File: config.mk
export PLATFORM = sky130hd
export DESIGN_NAME = io_request_master_flat
export DESIGN_NICKNAME = d
export VERILOG_FILES = /design/src/rtl/io_request_master_if.sv /design/src/rtl/io_request_master.sv /design/src/flat_wrapper.sv
export SDC_FILE = /design/constraint.sdc
export NUM_CORES = 1
export LEC_CHECK = 0
export CORE_MARGIN = 1.5
export CORE_UTILIZATION = 40
export DETAILED_ROUTE_END_ITERATION = 6
export DONT_BUFFER_PORTS = 1
export GPL_TIMING_DRIVEN = 1
export PLACE_DENSITY = 0.51
export SLEW_MARGIN = 40
export SYNTH_ARGS = -nofsm -noshare
export SYNTH_HDL_FRONTEND = slang
export SYNTH_SLANG_ARGS = --single-unit
File: constraint.sdc
create_clock -name clk -period 5.05 [get_ports clk]
set_input_delay 1.01 -clock clk [delete_from_list [all_inputs] [get_ports clk]]
set_output_delay 1.01 -clock clk [all_outputs]
set_load 0.01 [all_outputs]
File: src/rtl/io_request_master_if.sv
// Cache-side request bus and I/O responder handshake for io_request_master.
// Signal names follow the responder contract so both ends agree on meaning.
interface io_request_master_if;
  logic        cpu_req;
  logic        cpu_we;
  logic [27:0] cpu_addr;
  logic [31:0] cpu_wdata;
  logic        cpu_busy;
  logic        cpu_done;
  logic [31:0] cpu_rdata;
  logic        cpu_err;
  logic        err_clr;
  logic        io_rw_data;
  logic        io_valid_data;
  logic        io_ready_data;
  logic [27:0] mem_addr;
  logic [31:0] io_rd_data;
  logic [31:0] io_wr_data;

  modport master (
    input  cpu_req,
    input  cpu_we,
    input  cpu_addr,
    input  cpu_wdata,
    output cpu_busy,
    output cpu_done,
    output cpu_rdata,
    output cpu_err,
    input  err_clr,
    output io_rw_data,
    output io_valid_data,
    input  io_ready_data,
    output mem_addr,
    input  io_rd_data,
    output io_wr_data
  );

  modport slave (
    output cpu_req,
    output cpu_we,
    output cpu_addr,
    output cpu_wdata,
    input  cpu_busy,
    input  cpu_done,
    input  cpu_rdata,
    input  cpu_err,
    output err_clr,
    input  io_rw_data,
    input  io_valid_data,
    output io_ready_data,
    input  mem_addr,
    output io_rd_data,
    input  io_wr_data
  );
endinterface

File: src/rtl/io_request_master.sv
// Single-outstanding cache-to-I/O request initiator.
// A watchdog aborts a transfer the responder never completes.
module io_request_master #(
  parameter int unsigned TIMEOUT  = 1024,
  parameter int unsigned CNT_W    = 16,
  parameter logic [31:0] ERR_DATA = 32'hDEADBEEF
) (
  input  logic                clk,
  input  logic                rst,
  io_request_master_if.master bus
);

  typedef enum logic {
    IDLE,
    REQ
  } state_t;

  localparam bit WD_EN = (TIMEOUT > 0);
  localparam logic [CNT_W-1:0] LIMIT =
    WD_EN ? CNT_W'(TIMEOUT - 1) : '0;

  state_t           r_state;
  logic [CNT_W-1:0] r_wd;
  logic             r_valid;
  logic             r_rw;
  logic [27:0]      r_addr;
  logic [31:0]      r_wdata;
  logic             r_busy;
  logic             r_done;
  logic [31:0]      r_rdata;
  logic             r_err;

  logic w_hs;
  logic w_expire;

  assign w_hs     = r_valid & bus.io_ready_data;
  assign w_expire = WD_EN && (r_wd == LIMIT);

  always_ff @(posedge clk) begin
    if (!rst) begin
      r_state <= IDLE;
      r_wd    <= '0;
      r_valid <= 1'b0;
      r_rw    <= 1'b0;
      r_addr  <= '0;
      r_wdata <= '0;
      r_busy  <= 1'b0;
      r_done  <= 1'b0;
      r_rdata <= '0;
      r_err   <= 1'b0;
    end else begin
      r_done <= 1'b0;
      // an abort below overrides a same-cycle clear
      if (bus.err_clr) r_err <= 1'b0;
      unique case (r_state)
        IDLE: begin
          if (bus.cpu_req) begin
            r_rw    <= bus.cpu_we;
            r_addr  <= bus.cpu_addr;
            r_wdata <= bus.cpu_wdata;
            r_valid <= 1'b1;
            r_busy  <= 1'b1;
            r_wd    <= '0;
            r_state <= REQ;
          end
        end
        REQ: begin
          if (w_hs) begin
            if (!r_rw) r_rdata <= bus.io_rd_data;
            r_valid <= 1'b0;
            r_busy  <= 1'b0;
            r_done  <= 1'b1;
            r_state <= IDLE;
          end else if (w_expire) begin
            if (!r_rw) r_rdata <= ERR_DATA;
            r_valid <= 1'b0;
            r_busy  <= 1'b0;
            r_done  <= 1'b1;
            r_err   <= 1'b1;
            r_state <= IDLE;
          end else if (WD_EN) begin
            r_wd <= r_wd + 1'b1;
          end
        end
        default: r_state <= IDLE;
      endcase
    end
  end

  assign bus.io_valid_data = r_valid;
  assign bus.io_rw_data    = r_rw;
  assign bus.mem_addr      = r_addr;
  assign bus.io_wr_data    = r_wdata;
  assign bus.cpu_busy      = r_busy;
  assign bus.cpu_done      = r_done;
  assign bus.cpu_rdata     = r_rdata;
  assign bus.cpu_err       = r_err;

endmodule

File: src/flat_wrapper.sv
// flat-port wrapper written by rule: the top's interface ports become plain ports
module io_request_master_flat 
#(
  parameter int unsigned TIMEOUT  = 1024,
  parameter int unsigned CNT_W    = 16,
  parameter logic [31:0] ERR_DATA = 32'hDEADBEEF
)
  (clk, rst, bus_cpu_req, bus_cpu_we, bus_cpu_addr, bus_cpu_wdata, bus_cpu_busy, bus_cpu_done, bus_cpu_rdata, bus_cpu_err, bus_err_clr, bus_io_rw_data, bus_io_valid_data, bus_io_ready_data, bus_mem_addr, bus_io_rd_data, bus_io_wr_data);
  io_request_master_if bus_i ();
  input  logic clk;
  input  logic rst;
  input wire logic [$bits(bus_i.cpu_req)-1:0] bus_cpu_req;
  input wire logic [$bits(bus_i.cpu_we)-1:0] bus_cpu_we;
  input wire logic [$bits(bus_i.cpu_addr)-1:0] bus_cpu_addr;
  input wire logic [$bits(bus_i.cpu_wdata)-1:0] bus_cpu_wdata;
  output wire logic [$bits(bus_i.cpu_busy)-1:0] bus_cpu_busy;
  output wire logic [$bits(bus_i.cpu_done)-1:0] bus_cpu_done;
  output wire logic [$bits(bus_i.cpu_rdata)-1:0] bus_cpu_rdata;
  output wire logic [$bits(bus_i.cpu_err)-1:0] bus_cpu_err;
  input wire logic [$bits(bus_i.err_clr)-1:0] bus_err_clr;
  output wire logic [$bits(bus_i.io_rw_data)-1:0] bus_io_rw_data;
  output wire logic [$bits(bus_i.io_valid_data)-1:0] bus_io_valid_data;
  input wire logic [$bits(bus_i.io_ready_data)-1:0] bus_io_ready_data;
  output wire logic [$bits(bus_i.mem_addr)-1:0] bus_mem_addr;
  input wire logic [$bits(bus_i.io_rd_data)-1:0] bus_io_rd_data;
  output wire logic [$bits(bus_i.io_wr_data)-1:0] bus_io_wr_data;
  assign bus_i.cpu_req = bus_cpu_req;
  assign bus_i.cpu_we = bus_cpu_we;
  assign bus_i.cpu_addr = bus_cpu_addr;
  assign bus_i.cpu_wdata = bus_cpu_wdata;
  assign bus_cpu_busy = bus_i.cpu_busy;
  assign bus_cpu_done = bus_i.cpu_done;
  assign bus_cpu_rdata = bus_i.cpu_rdata;
  assign bus_cpu_err = bus_i.cpu_err;
  assign bus_i.err_clr = bus_err_clr;
  assign bus_io_rw_data = bus_i.io_rw_data;
  assign bus_io_valid_data = bus_i.io_valid_data;
  assign bus_i.io_ready_data = bus_io_ready_data;
  assign bus_mem_addr = bus_i.mem_addr;
  assign bus_i.io_rd_data = bus_io_rd_data;
  assign bus_io_wr_data = bus_i.io_wr_data;
  io_request_master #(.TIMEOUT(TIMEOUT), .CNT_W(CNT_W), .ERR_DATA(ERR_DATA)) u_core (.clk(clk), .rst(rst), .bus(bus_i));
endmodule
==> results of run 1 <==
-- area by class of cell --
type                            instances  area (µm²)
Fill cell                             984        5453
Tap cell                              136       170.2
Clock inverter                         10       158.9
Inverter                                3       13.76
Sequential cell                       113        2262
Timing Repair Buffer                    2       15.01
Multi-Input combinational cell        328        1802
Clock buffer                           21       449.2
-- where the power goes --
group	internal, mW	total, mW	switching, mW	leakage, nW
Combinational	0.0349	0.104	0.0693	0.571
Clock	0.822	1.22	0.398	0.294
Sequential	0.932	0.980	0.0473	0.922
Total	1.79	2.30	0.514	1.79
-- stage by stage --
stage	total power, mW	worst slack (ns)
floorplan	1.086	2.719
global placement	1.100	2.590
detailed placement	1.104	2.548
CTS	2.339	2.632
global route	2.399	2.472
finish	2.303	2.619
-- worst reg2reg max path, cell delays in order, from the launching register on --
cell and delay [ns]:
dfxtp_1 0.42, ha_1 0.28, or4bb_1 0.40, or4_4 0.48, and2_4 0.24, nor2_8 0.30
o221a_2 0.27
-- how the worst max path moves through the flow --
stage | end | slack [ns] | cells after the start
floorplan | u_core.r_wd[15] | 2.72 | 5
global placement | u_core.r_wd[7] | 2.59 | 4
detailed placement | u_core.r_wd[15] | 2.55 | 5
CTS | u_core.bus.cpu_rdata[19] | 2.63 | 6
global route | u_core.bus.cpu_rdata[13] | 2.47 | 6
finish | u_core.bus.cpu_rdata[2] | 2.62 | 6
-- cells by family after synthesis --
group	count (synthesis)
AO/OA/AOI/OAI	137
multiplexers	2
flip-flops	113
AND/OR/NAND/NOR	188
buffers and inverters	40
adder cells (fa/ha/maj)	1
-- layer usage --
metal  vias to the layer above  global-route usage, %
met2                       136                  26.86
li1                       1655                      -
met4                         0                  10.14
met1                      1536                  20.41
met3                        22                  6.990
met5                         -                      0
-- flip-flops by register name, indices dropped and copies added, names as in the netlist --
| name | count |
|---|---|
| u_core.bus.cpu_rdata | 32 |
| u_core.bus.io_wr_data | 32 |
| u_core.bus.mem_addr | 28 |
| u_core.r_wd | 16 |
| u_core.bus.cpu_busy | 1 |
| u_core.bus.cpu_done | 1 |
| u_core.bus.cpu_err | 1 |
| u_core.bus.io_rw_data | 1 |
| u_core.r_state | 1 |
-- cell usage after synthesis, drive strengths merged --
| cell type | number |
|---|---|
| and3 | 3 |
| nand4 | 7 |
| or2 | 1 |
| or4bb | 1 |
| nor2b | 3 |
| nand2 | 141 |
| inv | 3 |
| dfxtp | 113 |
| o21ai | 17 |
| o41ai | 4 |
| o211ai | 1 |
| a21boi | 10 |
| or3 | 1 |
| nor3 | 1 |
| nand4b | 1 |
| a31oi | 1 |
| a41oi | 1 |
| nor4 | 2 |
| o21a | 2 |
| o31ai | 1 |
| clkbuf | 27 |
| a21bo | 1 |
| and2 | 3 |
| or4 | 4 |
| a21oi | 69 |
| nand2b | 2 |
| mux2i | 2 |
| nor2 | 7 |
| o311ai | 2 |
| nand3b | 1 |
| ha | 1 |
| o2111ai | 4 |
| buf | 10 |
| nand3 | 10 |
| o221a | 24 |
==> impl_metrics.env, run 1 <==
export IMPL_status="complete, no violations"
export IMPL_antenna_cells=0
export IMPL_rr_startpoint="u_core.r_wd[0]"
export IMPL_grt_start_max_net_pins=67
export IMPL_yosysSeqAreaShare_pct=53.25
export IMPL_synthesis_nets=580
export IMPL_holdWs_ns=0.5005
export IMPL_area_delta_synth_final_pct=14.67
export IMPL_nets=564
export IMPL_fin_util_pct=47.18
export IMPL_yosys_area_top_type="dfxtp_1"
export IMPL_drive_gt1_share_pct=13.21
export IMPL_synthMuxAreaShare_pct=0.4713
export IMPL_fin_worst_skew_ns=0.005596
export IMPL_wirelength_um=9745
export IMPL_worstReg2RegEnd="u_core.bus.cpu_rdata[2]"
export IMPL_post_cts_buffers=0
export IMPL_cp_cell_sequence="ha_1 > or4bb_1 > or4_4 > and2_4 > nor2_8 > o221a_2"
export IMPL_fp_dieW_um=106.1
export IMPL_clk_pin_slew_ns=0.05
export IMPL_grt_pass1_wl_um=15410
export IMPL_row_count=37
export IMPL_clkLatencyLatePin_ns=0.51
export IMPL_routabilityCongestion=0.8069
export IMPL_dieArea_um2=11250
export IMPL_p_leak_nw=1.786
export IMPL_tns_ns=0
export IMPL_final_common_cell="nand2_1"
export IMPL_die_height_um=106.1
export IMPL_antenna_left=0
export IMPL_hold_violations=0
export IMPL_top_layer="met4"
export IMPL_worst_setup_path_end_kind="flip-flop"
export IMPL_cts_hold_buffers=0
export IMPL_wl_met2_um=4387
export IMPL_worstPathMaxFanout=24
export IMPL_final_cells=613
export IMPL_core_region_area_um2=10320
export IMPL_crit_buf_inv=0
export IMPL_antenna_found_initial=0
export IMPL_maxCapViolations=0
export IMPL_hpwlAfterDp_um=6165
export IMPL_reg2regPathDepth=6
export IMPL_slowest_stage="or4_4"
export IMPL_holdPathEnd="u_core.bus.io_wr_data[16]"
export IMPL_yosys_area_share_adder_pct=0.2946
export IMPL_wl_per_cell_um=15.90
export IMPL_wl_met1_um=4245
export IMPL_rsz0062_at_grt="false"
export IMPL_port_buffers=0
export IMPL_dr_pass1_iters=4
export IMPL_worstHoldPathType="reg2reg"
export IMPL_fin_area_um2=4871
export IMPL_drt_iter0_drc=252
export IMPL_powerDensity_nw_per_um2=472.8
export IMPL_via_per_inst=5.463
export IMPL_yosys_area_share_simple_pct=19.65
export IMPL_vias=3349
export IMPL_cts_tree="built"
export IMPL_cp_slowest_stage_delay_ns=0.48
export IMPL_peakVddDrop_mv=0.2908
export IMPL_period_minus_slack_ns=2.431
export IMPL_synthXorXnorAreaFrac_pct=0
export IMPL_synth_top_area_share_pct=53.25
export IMPL_hold_path_depth=2
export IMPL_max_freq_mhz=411.3
export IMPL_slew_viol_final=0
export IMPL_initial_core_util_pct=41.15
export IMPL_layout_common_cells="140 x nand2_1, 113 x dfxtp_1, 69 x a21oi_1, 20 x o221a_2, 17 x o21ai_0"
export IMPL_netlist_instances=481
export IMPL_clockRootBuffer="clkbuf_8"
export IMPL_synth_seq_cells=113
export IMPL_placed_area_um2=4257
export IMPL_wl_met3_um=866
export IMPL_crit_start="u_core.r_wd[0]"
export IMPL_num_io_pins=195
export IMPL_place_inst=582
export IMPL_synth_avg_cell_area_um2=8.831
export IMPL_overflow=0
export IMPL_yosysWarnings=0
export IMPL_reg2reg_setup_slack_ns=2.62
export IMPL_syn_cell_area_um2=4248
export IMPL_htree_levels=4
export IMPL_synth_top_family_by_area="compound AO/OA/AOI/OAI gates"
export IMPL_clock_path_buffers=2
export IMPL_setup_viol=0
export IMPL_synth_compound_area_share_pct=21.62
export IMPL_grt_total_usage_pct=17.40
export IMPL_post_cts_resized=0
export IMPL_cp_top_family="simple AND/OR/NAND/NOR gates"
export IMPL_cts_num_sinks=113
export IMPL_cp_start_kind="flip-flop"
export IMPL_critPathArrivalTime_ns=2.88
export IMPL_relSlewSlack_pct=48.73
export IMPL_synth_area_top_cells="dfxtp_1 53%, nand2_1 12%, a21oi_1 8.1%"
export IMPL_drc=0
export IMPL_worst_pin_slew_ns=0.7621
export IMPL_critPathRequiredTime_ns=5.50
export IMPL_min_from="u_core.bus.io_wr_data[16]"
export IMPL_finalCritPeriodShare_pct=48.14
export IMPL_cts_buffers_inserted=17
export IMPL_netlist_cell_type_count=44
export IMPL_critPathKind="reg2reg"
export IMPL_grt_pass1_vias=3176
No activity file was read; power rests on OpenSTA's default activity.
==> inputs of run 2 (changes only) <==
--- a/config.mk
+++ b/config.mk
@@ -10,7 +10,7 @@
 export DETAILED_ROUTE_END_ITERATION = 6
 export DONT_BUFFER_PORTS = 1
 export GPL_TIMING_DRIVEN = 1
-export PLACE_DENSITY = 0.51
+export PLACE_DENSITY = 0.53
 export SLEW_MARGIN = 40
 export SYNTH_ARGS = -nofsm -noshare
 export SYNTH_HDL_FRONTEND = slang
==> constraint.sdc (replaced) <==
create_clock -name clk -period 2.04 [get_ports clk]
set_input_delay 0.408 -clock clk [delete_from_list [all_inputs] [get_ports clk]]
set_output_delay 0.408 -clock clk [all_outputs]
set_load 0.01 [all_outputs]
==> run 2 against run 1 <==
Effect of this change: maximum frequency is 17% higher; largest cell class unchanged; final cell count is 4.6% higher; largest power group unchanged; the run now ends with setup timing left; sequential share of layout area is 2.4 points lower; clock skew hardly changed; utilization is 2.7 points higher; design area is 5.7% higher; critical path depth is 1 higher; die area stayed put; hold slack worse by 0.47 ns.
==> impl_metrics.env, run 2 (synthesis results as in run 1) <==
export IMPL_finalPower_mw=5.387
export IMPL_wirelength_um=10050
export IMPL_cts_buffers_inserted=17
export IMPL_rr_startpoint="u_core.r_wd[1]"
export IMPL_relSlewSlack_pct=52.05
export IMPL_seq_power_share_pct=45.0
export IMPL_finalCritPeriodShare_pct=101.8
export IMPL_cp_cell_sequence="ha_4 > or4bb_1 > or4_4 > and2_4 > nor2_4 > buf_6 > o221a_1"
export IMPL_overflow=0
export IMPL_cts_hold_buffers=0
export IMPL_maxCapViolations=0
export IMPL_placed_area_um2=4468
export IMPL_die_height_um=106.1
export IMPL_row_count=37
export IMPL_fp_dieW_um=106.1
export IMPL_cp_slowest_stage_delay_ns=0.51
export IMPL_worst_pin_slew_ns=0.7181
export IMPL_place_inst=605
export IMPL_clock_path_buffers=2
export IMPL_worstPathMaxFanout=4
export IMPL_nets=594
export IMPL_port_buffers=0
export IMPL_cellInternalPower_mw=4.145
export IMPL_period_minus_slack_ns=2.078
export IMPL_routabilityCongestion=0.7864
export IMPL_drc=0
export IMPL_grt_start_max_net_pins=63
export IMPL_p_sw_share_pct=23.06
export IMPL_failed_checks="setup timing"
export IMPL_cp_start_kind="flip-flop"
export IMPL_status="finished, violations left"
export IMPL_p_clk_share_pct=49.1
export IMPL_comb_power_share_pct=5.9
export IMPL_final_common_cell="nand2_1"
export IMPL_initial_core_util_pct=41.15
export IMPL_p_leak_nw=1.933
export IMPL_vias=3441
export IMPL_drt_iter0_drc=150
export IMPL_worstHoldPathType="in2reg"
export IMPL_cts_num_sinks=113
export IMPL_setup_viol=25
export IMPL_grt_total_usage_pct=18.01
export IMPL_wl_per_cell_um=15.68
export IMPL_rsz0062_at_grt="true"
export IMPL_peakVddDrop_mv=0.4213
export IMPL_grt_pass1_vias=3330
export IMPL_num_io_pins=195
export IMPL_cp_top_family="simple AND/OR/NAND/NOR gates"
export IMPL_max_freq_mhz=481.3
export IMPL_fin_worst_skew_ns=0.005949
export IMPL_critPathKind="reg2reg"
export IMPL_slew_viol_final=0
export IMPL_clkLatencyLatePin_ns=0.50
export IMPL_dieArea_um2=11250
export IMPL_area_delta_synth_final_pct=21.24
export IMPL_core_region_area_um2=10320
export IMPL_min_from="rst"
export IMPL_hpwlAfterDp_um=6497
export IMPL_crit_buf_inv=1
export IMPL_clockRootBuffer="clkbuf_8"
export IMPL_powerDensity_nw_per_um2=1046
export IMPL_antenna_found_initial=0
export IMPL_antenna_left=0
export IMPL_fin_util_pct=49.88
export IMPL_htree_levels=4
export IMPL_cts_tree="built"
export IMPL_antenna_cells=0
export IMPL_hold_violations=0
export IMPL_layout_common_cells="139 x nand2_1, 110 x dfxtp_1, 68 x a21oi_1, 23 x buf_4"
export IMPL_holdWs_ns=0.03353
export IMPL_worst_setup_path_end_kind="flip-flop"
export IMPL_critPathRequiredTime_ns=2.48
export IMPL_drive_gt1_share_pct=20.20
export IMPL_fin_area_um2=5150
export IMPL_critPathArrivalTime_ns=2.51
export IMPL_fin_ws_ns=-0.03753
export IMPL_p_switching_mw=1.242
export IMPL_grt_pass1_wl_um=16190
export IMPL_final_cells=641
export IMPL_dr_pass1_iters=4
export IMPL_slowest_stage="or4_4"
export IMPL_crit_start="u_core.r_wd[1]"
export IMPL_clk_pin_slew_ns=0.05
export IMPL_via_per_inst=5.368
==> run 2: path summary, 6_finish.rpt <==
path | endpoint | slack (ns) | cells past startpoint
min reg2reg | u_core.r_wd[9] | 0.49 | 2
max reg2reg | u_core.bus.cpu_rdata[21] | -0.04 | 7
max | u_core.bus.cpu_rdata[21] | -0.04 | 7
min | u_core.r_wd[15] | 0.03 | 1
==> run 2: cell type report <==
| cell class | count | area (µm²) |
|---|---|---|
| fillers | 978 | 5174 |
| flip-flops and latches | 113 | 2266 |
| multi-input cells | 329 | 1888 |
| clock buffers | 23 | 476.7 |
| repair buffers | 31 | 280.3 |
| well taps | 136 | 170.2 |
| clock inverters | 6 | 57.56 |
| inverters | 3 | 11.26 |
==> run 2: metal layers <==
layer	wire length, µm	vias up	GRT usage, %	part of all wire, %
met1	4235	1599	20.17	42
li1	-	1711	-	-
met3	817	13	7.603	8.1
met5	0	-	0	0
met2	4821	118	29.64	48
met4	177	0	8.398	1.8
==> run 2: what timing repair did <==
action	in CTS	in global routing
cloned	1	0
buffers inserted	6	0
pin swaps	12	3
endpoints found under the setup margin	35	45
resized for setup	22	10
==> run 2: stage by stage <==
stage,setup TNS [ns],setup slack [ns]
2_1_floorplan,-3.322,-0.1543
3_3_place_gp,-1.444,-0.06092
3_5_place_dp,-2.122,-0.09257
4_1_cts,-0.8022,-0.03991
5_1_grt,-2.639,-0.1032
6_report,-0.4870,-0.03753
==> run 2: power by group through the flow <==
stage               clock network (mW)  registers (mW)  logic (mW)
floorplan                            0            2.45       0.242
CTS                               2.70            2.42       0.316
finish                            2.65            2.42       0.319
global route                      2.82            2.43       0.359
global placement                     0            2.47       0.287
detailed placement                   0            2.47       0.297
==> variant, RTL diff (flow settings as in run 1) <==
`CNT_W` is set to 16 in 2 places; all go to 20.
--- a/src/rtl/io_request_master.sv
+++ b/src/rtl/io_request_master.sv
@@ -2,7 +2,7 @@
 // A watchdog aborts a transfer the responder never completes.
 module io_request_master #(
   parameter int unsigned TIMEOUT  = 1024,
-  parameter int unsigned CNT_W    = 16,
+  parameter int unsigned CNT_W    = 20,
   parameter logic [31:0] ERR_DATA = 32'hDEADBEEF
 ) (
   input  logic                clk,
--- a/src/flat_wrapper.sv
+++ b/src/flat_wrapper.sv
@@ -2,7 +2,7 @@
 module io_request_master_flat 
 #(
   parameter int unsigned TIMEOUT  = 1024,
-  parameter int unsigned CNT_W    = 16,
+  parameter int unsigned CNT_W    = 20,
   parameter logic [31:0] ERR_DATA = 32'hDEADBEEF
 )
   (clk, rst, bus_cpu_req, bus_cpu_we, bus_cpu_addr, bus_cpu_wdata, bus_cpu_busy, bus_cpu_done, bus_cpu_rdata, bus_cpu_err, bus_err_clr, bus_io_rw_data, bus_io_valid_data, bus_io_ready_data, bus_mem_addr, bus_io_rd_data, bus_io_wr_data);
Formal check against the unedited RTL: no difference found for any inputs over 4 cycles, from zero or initial values and one cycle with rst low; that may be too few to reach the edited logic, so the function may still have changed.
==> variant against run 1 <==
Final area grew 2.5%; routed wire length grew 6.7%; power decreased by 6.0%; final cell count up 5.2%; area after synthesis grew 3.6%; sequential cell count rose by 4; sequential share of layout area up 0.46 points; die area is 3.5% higher; largest cell class unchanged; critical path type unchanged; count of clock-buffer cells in the layout increased by 6; worst setup slack improved by 0.20 ns.
==> variant: results <==
critical_path:
  slowest_stage: "dfxtp_1"
  worst-r2r-setup-slack_ns: 2.81
  critical-path-max-stage-delay_ns: 0.59
  r2r_end: "u_core.r_wd[18]$_SDFFE_PN0P_"
  arrival_ns: 2.70
  path_max_fanout: 9
min_path:
  hold_path_end: "u_core.r_wd[19]$_SDFFE_PN0P_"
  holdCritStartpoint: "u_core.r_wd[19]$_SDFFE_PN0P_"
power:
  clock_power_share: 0.484
  leakagePower_nw: 1.850
  switchingPower_mw: 0.5065
  vdd_drop_max_mv: 0.3019
  p_comb_frac: 0.049
placed_design:
  dpl_cell_area_um2: 4468
  dp_hpwl_um: 6996
  dp.cells: 614
  place_congestion: 0.7498
  dpl_worst_slack_ns: 2.498
yosys:
  synth_cell_types: 47
  synth.area.top_cells: "dfxtp_1, nand2_1, a21oi_1"
  synth.avg_cell_area_um2: 8.682
global_routing:
  grt_pass1_vias: 3359
  grt_pass1_wl_um: 16280
detailed_routing:
  avgRoutedWirePerCell_um: 16.12
  viasPerCell: 5.546
  drt_iter0_drc: 229
  dr_total_vias: 3577
finish:
  nets: 592
  layout-drive-gt1-share: 0.1267
  fillers: 1063
sta:
  fin_skew_ns: 0.006493
  holdWs_ns: 0.4720
outcome:
  status: "finished clean"
-- variant: cell families after synthesis --
| logic type | after synthesis | synth area share |
|---|---|---|
| xor gates and xnor gates | 2 | 0.003980 |
| muxes | 3 | 0.006822 |
| AOI/OAI and AO/OA | 143 | 0.2200 |
| adders and majority gates | 1 | 0.002842 |
| and+or+nand+nor | 198 | 0.1953 |
| buffers and inverters | 43 | 0.03894 |
| DFF | 117 | 0.5321 |
-- variant: layout make-up --
type,count,area share
clock buffer,27,0.1005
clock inverter,4,0.004009
inverter,6,0.004510
multi-input combinational,347,0.3801
sequential,117,0.4691
tap,140,0.03508
timing repair buffer,4,0.006765
-- variant: per-layer routing --
| metal | global-route usage | share of wire | up-vias |
|---|---|---|---|
| li1 | - | - | 1741 |
| met1 | 0.1981 | 0.42 | 1664 |
| met2 | 0.2957 | 0.46 | 162 |
| met3 | 0.09746 | 0.11 | 10 |
| met4 | 0.07707 | 0.0096 | 0 |
| met5 | 0 | 0 | - |
